$ cat src/rtl/geofence_pkg.sv
// Shared types, defaults and width helper for the geofence scheduler and its arbiter.
package geofence_pkg;

  localparam int DEF_SET_LEN = 6;
  localparam int DEF_W       = 8;

  typedef enum logic [1:0] {
    IDLE,
    FEED,
    WAIT
  } state_e;

  function automatic int idx_w(input int n);
    return (n > 1) ? $clog2(n) : 1;
  endfunction

endpackage

$ cat src/rtl/rr_arbiter.sv
// Combinational round-robin pick: first requester at or after ptr, wrapping modulo NREQ.
module rr_arbiter
  import geofence_pkg::*;
#(
  parameter int NREQ  = 2,
  parameter int IDX_W = idx_w(NREQ)
) (
  input  logic [NREQ-1:0]  req,
  input  logic [IDX_W-1:0] ptr,
  output logic             valid,
  output logic [NREQ-1:0]  onehot,
  output logic [IDX_W-1:0] idx
);

  int cand;

  // Scan from the farthest candidate back to ptr so the nearest requester overwrites the others.
  always_comb begin
    valid = 1'b0;
    idx   = '0;
    cand  = 0;
    for (int k = NREQ - 1; k >= 0; k--) begin
      cand = int'(ptr) + k;
      if (cand >= NREQ) cand = cand - NREQ;
      if (req[IDX_W'(cand)]) begin
        valid = 1'b1;
        idx   = IDX_W'(cand);
      end
    end
    onehot = valid ? (NREQ'(1) << idx) : '0;
  end

endmodule

$ cat src/rtl/geofence_sched.sv
// Shares one geo-fence sorting engine among NREQ requesters: feeds a granted point set,
// returns the engine's ordered results tagged with the requester index, aborts on engine stall.
module geofence_sched
  import geofence_pkg::*;
#(
  parameter int  NREQ    = 2,
  parameter int  SET_LEN = DEF_SET_LEN,
  parameter int  W       = DEF_W,
  parameter int  TIMEOUT = 1023,
  localparam int IDX_W   = idx_w(NREQ)
) (
  input  logic              clk,
  input  logic              reset,
  input  logic [NREQ-1:0]   req,
  output logic [NREQ-1:0]   grant,
  input  logic [NREQ-1:0]   pt_valid,
  input  logic [NREQ*W-1:0] pt_x,
  input  logic [NREQ*W-1:0] pt_y,
  output logic              eng_give_valid,
  output logic [W-1:0]      eng_x,
  output logic [W-1:0]      eng_y,
  input  logic              eng_out_valid,
  input  logic [W-1:0]      eng_ans_x,
  input  logic [W-1:0]      eng_ans_y,
  output logic              res_valid,
  output logic [W-1:0]      res_x,
  output logic [W-1:0]      res_y,
  output logic [IDX_W-1:0]  res_id,
  output logic              done,
  output logic              err
);

  localparam int CNT_W = $clog2(SET_LEN + 1);
  localparam int TMR_W = $clog2(TIMEOUT + 1);

  state_e            state_q, state_d;
  logic [IDX_W-1:0]  ptr_q, ptr_d;
  logic [NREQ-1:0]   grant_q, grant_d;
  logic [IDX_W-1:0]  res_id_q, res_id_d;
  logic [CNT_W-1:0]  pt_cnt_q, pt_cnt_d;
  logic [CNT_W-1:0]  res_cnt_q, res_cnt_d;
  logic [TMR_W-1:0]  timer_q, timer_d;
  logic              give_q, give_d;
  logic [W-1:0]      eng_x_q, eng_x_d, eng_y_q, eng_y_d;
  logic              res_valid_q, res_valid_d;
  logic [W-1:0]      res_x_q, res_x_d, res_y_q, res_y_d;
  logic              done_q, done_d;
  logic              err_q, err_d;

  logic              arb_valid;
  logic [NREQ-1:0]   arb_onehot;
  logic [IDX_W-1:0]  arb_idx;
  logic              sel_valid;
  logic [W-1:0]      sel_x, sel_y;
  logic [IDX_W-1:0]  next_ptr;
  logic              finish;

  rr_arbiter #(.NREQ(NREQ), .IDX_W(IDX_W)) u_arb (
    .req    (req),
    .ptr    (ptr_q),
    .valid  (arb_valid),
    .onehot (arb_onehot),
    .idx    (arb_idx)
  );

  // res_id_q doubles as the granted index while a set is in flight.
  assign sel_valid = pt_valid[res_id_q];
  assign sel_x     = pt_x[int'(res_id_q)*W +: W];
  assign sel_y     = pt_y[int'(res_id_q)*W +: W];
  assign next_ptr  = (res_id_q == IDX_W'(NREQ - 1)) ? '0 : res_id_q + IDX_W'(1);

  always_comb begin
    state_d     = state_q;
    ptr_d       = ptr_q;
    grant_d     = grant_q;
    res_id_d    = res_id_q;
    pt_cnt_d    = pt_cnt_q;
    res_cnt_d   = res_cnt_q;
    timer_d     = timer_q;
    give_d      = 1'b0;
    eng_x_d     = eng_x_q;
    eng_y_d     = eng_y_q;
    res_valid_d = 1'b0;
    res_x_d     = res_x_q;
    res_y_d     = res_y_q;
    done_d      = 1'b0;
    err_d       = 1'b0;
    finish      = 1'b0;
    case (state_q)
      IDLE: begin
        err_d = eng_out_valid;
        if (arb_valid) begin
          grant_d   = arb_onehot;
          res_id_d  = arb_idx;
          pt_cnt_d  = '0;
          res_cnt_d = '0;
          state_d   = FEED;
        end
      end
      FEED: begin
        err_d = eng_out_valid;
        if (sel_valid) begin
          give_d  = 1'b1;
          eng_x_d = sel_x;
          eng_y_d = sel_y;
          if (pt_cnt_q == CNT_W'(SET_LEN - 1)) begin
            pt_cnt_d = '0;
            timer_d  = '0;
            state_d  = WAIT;
          end else begin
            pt_cnt_d = pt_cnt_q + CNT_W'(1);
          end
        end
      end
      WAIT: begin
        if (eng_out_valid) begin
          res_valid_d = 1'b1;
          res_x_d     = eng_ans_x;
          res_y_d     = eng_ans_y;
          timer_d     = '0;
          if (res_cnt_q == CNT_W'(SET_LEN - 1)) finish = 1'b1;
          else res_cnt_d = res_cnt_q + CNT_W'(1);
        end else if (timer_q == TMR_W'(TIMEOUT - 1)) begin
          err_d  = 1'b1;
          finish = 1'b1;
        end else begin
          timer_d = timer_q + TMR_W'(1);
        end
      end
      default: state_d = IDLE;
    endcase
    // Completion and timeout abort release the engine identically.
    if (finish) begin
      grant_d   = '0;
      done_d    = 1'b1;
      ptr_d     = next_ptr;
      res_cnt_d = '0;
      timer_d   = '0;
      state_d   = IDLE;
    end
  end

  always_ff @(posedge clk or negedge reset) begin
    if (!reset) begin
      state_q     <= IDLE;
      ptr_q       <= '0;
      grant_q     <= '0;
      res_id_q    <= '0;
      pt_cnt_q    <= '0;
      res_cnt_q   <= '0;
      timer_q     <= '0;
      give_q      <= 1'b0;
      eng_x_q     <= '0;
      eng_y_q     <= '0;
      res_valid_q <= 1'b0;
      res_x_q     <= '0;
      res_y_q     <= '0;
      done_q      <= 1'b0;
      err_q       <= 1'b0;
    end else begin
      state_q     <= state_d;
      ptr_q       <= ptr_d;
      grant_q     <= grant_d;
      res_id_q    <= res_id_d;
      pt_cnt_q    <= pt_cnt_d;
      res_cnt_q   <= res_cnt_d;
      timer_q     <= timer_d;
      give_q      <= give_d;
      eng_x_q     <= eng_x_d;
      eng_y_q     <= eng_y_d;
      res_valid_q <= res_valid_d;
      res_x_q     <= res_x_d;
      res_y_q     <= res_y_d;
      done_q      <= done_d;
      err_q       <= err_d;
    end
  end

  assign grant          = grant_q;
  assign eng_give_valid = give_q;
  assign eng_x          = eng_x_q;
  assign eng_y          = eng_y_q;
  assign res_valid      = res_valid_q;
  assign res_x          = res_x_q;
  assign res_y          = res_y_q;
  assign res_id         = res_id_q;
  assign done           = done_q;
  assign err            = err_q;

endmodule

$ cat config.mk
export PLATFORM = sky130hd
export DESIGN_NAME = geofence_sched
export DESIGN_NICKNAME = d
export VERILOG_FILES = /design/src/rtl/geofence_pkg.sv /design/src/rtl/rr_arbiter.sv /design/src/rtl/geofence_sched.sv
export SDC_FILE = /design/constraint.sdc
export NUM_CORES = 1
export LEC_CHECK = 0
export CELL_PAD_IN_SITES_DETAIL_PLACEMENT = 0
export CELL_PAD_IN_SITES_GLOBAL_PLACEMENT = 1
export CORE_MARGIN = 5
export CORE_UTILIZATION = 35
export CTS_CLUSTER_DIAMETER = 200
export DETAILED_ROUTE_END_ITERATION = 8
export MAX_ROUTING_LAYER = met4
export PLACE_DENSITY = 0.81
export SYNTH_ARGS = -nofsm -noshare
export SYNTH_HDL_FRONTEND = slang
export SYNTH_HIERARCHICAL = 1
export SYNTH_SLANG_ARGS = --single-unit
$ cat constraint.sdc
create_clock -name clk -period 2.8 [get_ports clk]
set_clock_uncertainty 0.1 [all_clocks]
set_input_delay 0.56 -clock clk [delete_from_list [all_inputs] [get_ports clk]]
set_output_delay 0.56 -clock clk [all_outputs]
set_load 0.02 [all_outputs]
==> flow_metrics.env <==
export IMPL_worst_slack_ns=0.439
export IMPL_grt_pass1_vias=2486
export IMPL_hold_viol_final=0
export IMPL_hold_class="in -> async"
export IMPL_grt_max_degree=34
export IMPL_ys_flop_type="dfrtp_1"
export IMPL_syn_inst=270
export IMPL_grt_pass1_wl_mm=11.7
export IMPL_grtUsageTotal_pct=14.9
export IMPL_hold_ws_ns=0.151
export IMPL_insertion_delay_ns=0.33
export IMPL_setup_viol=0
export IMPL_antenna_found_initial=0
export IMPL_start_util_pct=35.3
export IMPL_synth_avg_cell_area_um2=10.6
export IMPL_die_h_um=100
export IMPL_startpoint_type="register"
export IMPL_dp_slack_ns=0.246
export IMPL_fin_crit_sh_pct=84.3
export IMPL_power_density_nw_per_um2=852
export IMPL_p_leak_nw=1.75
export IMPL_yosysSeqAreaShare_pct=50.8
export IMPL_synth_seq_cells=58
export IMPL_die_area_um2=10100
export IMPL_cpPeakStageDelay_ns=0.67
export IMPL_worst_ir_drop_vdd_mv=0.504
export IMPL_synth_edf_count=0
export IMPL_io_pins=94
export IMPL_cts_root_to_sink_buffers=2
export IMPL_clk_pin_slew_worst_paths_ns=0.07
export IMPL_r2r_start="timer_q[0]"
export IMPL_relSlewSlack_pct=51.1
export IMPL_hpwl_mm=5.05
export IMPL_yosysTopAreaCell="dfrtp_1"
export IMPL_reg2reg_depth=7
export IMPL_cp_end_kind="output port"
export IMPL_drt_pass1_iter_count=4
export IMPL_total_power_mw=3.48
export IMPL_drive_above_1_share_pct=12.4
export IMPL_syn_nets=333
export IMPL_fin_nets=428
export IMPL_fill_cells=767
export IMPL_cts_sinks=58
export IMPL_vias_per_cell=4.92
export IMPL_required_ns=2.14
export IMPL_syn_area_um2=2860
export IMPL_utilization_pct=50.4
export IMPL_cap_viol_max_count=0
export IMPL_vias=2336
export IMPL_synthDistinctLibCells=42
export IMPL_worstPathCellList="buf_4 > clkdlybuf4s50_1"
export IMPL_crit_family="buffers and inverters"
export IMPL_coreArea_um2=8090
export IMPL_max_freq_ghz=0.423
export IMPL_syn2layout_area_growth_pct=42.9
export IMPL_wl_mm=6.82
export IMPL_drt_initial_drc_count=57
export IMPL_gp_congestion=0.760
export IMPL_cts_htree_levels=3
export IMPL_overflow=0
export IMPL_crit_type="reg -> out"
export IMPL_portBuffers=92
export IMPL_rows=33
export IMPL_cp_slowest_cell="clkdlybuf4s50_1"
export IMPL_cts_tree="done"
export IMPL_synthArstFlopShare_pct=100
export IMPL_post_cts_setup_buffers=0
export IMPL_synth_top_cells_by_count="dfrtp_1 (58), nand2_1 (32), o21ai_0 (32)"
export IMPL_rsz0062_at_grt="no"
export IMPL_layout_min_cycle_time_ns=2.36
export IMPL_outcome="completed"
export IMPL_wl_per_cell_um=14.4
export IMPL_drc=0
export IMPL_path_max_fanout=19
export IMPL_root_buffer="clkbuf_8"
export IMPL_worst_pin_slew_ns=0.728
export IMPL_yosysWarnings=6
export IMPL_slew_violations=0
export IMPL_r2r_end="timer_q[9]"
export IMPL_synthTopCellsByArea="dfrtp_1 (51%), mux2_2 (6.7%), mux2i_1 (6.3%), o21ai_0 (5.6%), nand2_1 (4.2%)"
export IMPL_synth_top_area_share_pct=50.8
export IMPL_cts_resized=0
export IMPL_worst_endpoint_arrival_ns=1.70
export IMPL_antennaDiodeCount=0
export IMPL_die_w_um=100
export IMPL_r2r_slack_ns=0.56
export IMPL_tns_ns=0
export IMPL_cp_num_buf_inv=2
export IMPL_ant_nets=0
export IMPL_numCtsBuffers=9
export IMPL_ctsHoldBuffers=0
export IMPL_synthMostInstantiatedCell="dfrtp_1"
cells in the final DEF (no fill, tap or decap), drive strengths merged, types with 3 or more instances in the layout:
cell           synthesis  routed
clkdlybuf4s50          0      91
dfrtp                 58      58
o21ai                 36      36
nand2                 32      32
mux2i                 18      18
mux2                  17      17
inv                   12      12
clkbuf                 9      11
a21oi                 10      10
nand3                  8       8
nor2                   8       8
ha                     8       8
o31ai                  7       7
buf                    5       7
nand2b                 6       6
and3                   4       4
clkinv                 0       4
nor2b                  3       3
final cells by class:
class	count	area, um^2	area share (%)
Clock inverter	5	53.8	1.32
Timing Repair Buffer	98	973	23.9
Inverter	12	45.0	1.10
Multi-Input combinational cell	186	1280	31.5
Sequential cell	58	1450	35.6
Clock buffer	11	141	3.47
Tap cell	105	131	3.22
flip-flops by register name, summed over array words and instances, names as in the netlist, 2 cells and up:
signal	flops
state_q	2
grant	2
res_x	8
res_y	8
eng_y	8
timer_q	10
pt_cnt_q	3
res_cnt_q	3
eng_x	8
metrics by stage:
stage,instance area [um^2],std cells
5_1_grt,4080,475
3_5_place_dp,3880,459
3_3_place_gp,3880,459
4_1_cts,4080,475
2_1_floorplan,2860,270
6_report,4080,475
logic make-up after synthesis:
kind of cell	count (synthesis)	synth area share (%)
fa+ha+maj	8	3.51
buf+inv	26	4.21
simple gates	71	12.6
compound gates	72	15.8
flops	58	50.8
mux	35	13.0
metal layers:
metal | vias up | track usage (%) | wire [um]
li1 | 1147 | - | -
met1 | 1107 | 17.6 | 2940
met2 | 75 | 23.3 | 3230
met3 | 7 | 7.16 | 594
met4 | 0 | 3.11 | 55
met5 | - | - | 0
worst max path at each step:
| stage | to | slack [ns] | startpoint | cells past startpoint |
|---|---|---|---|---|
| 4_1_cts | res_id | 0.41 | res_id | 2 |
| 3_5_place_dp | timer_q[9] | 0.25 | eng_out_valid | 5 |
| 3_3_place_gp | timer_q[9] | 0.27 | eng_out_valid | 5 |
| 6_report | res_id | 0.44 | res_id | 2 |
| 5_1_grt | res_id | 0.35 | res_id | 2 |
| 2_1_floorplan | res_x[0] | 0.79 | state_q[0] | 6 |
report_power, final:
part / internal (mW) / switching, mW / leakage, nW
logic: 0.713 / 0.738 / 0.887
registers: 1.10 / 0.155 / 0.756
clock network: 0.432 / 0.338 / 0.103
No activity file was read; power rests on OpenSTA's default activity.
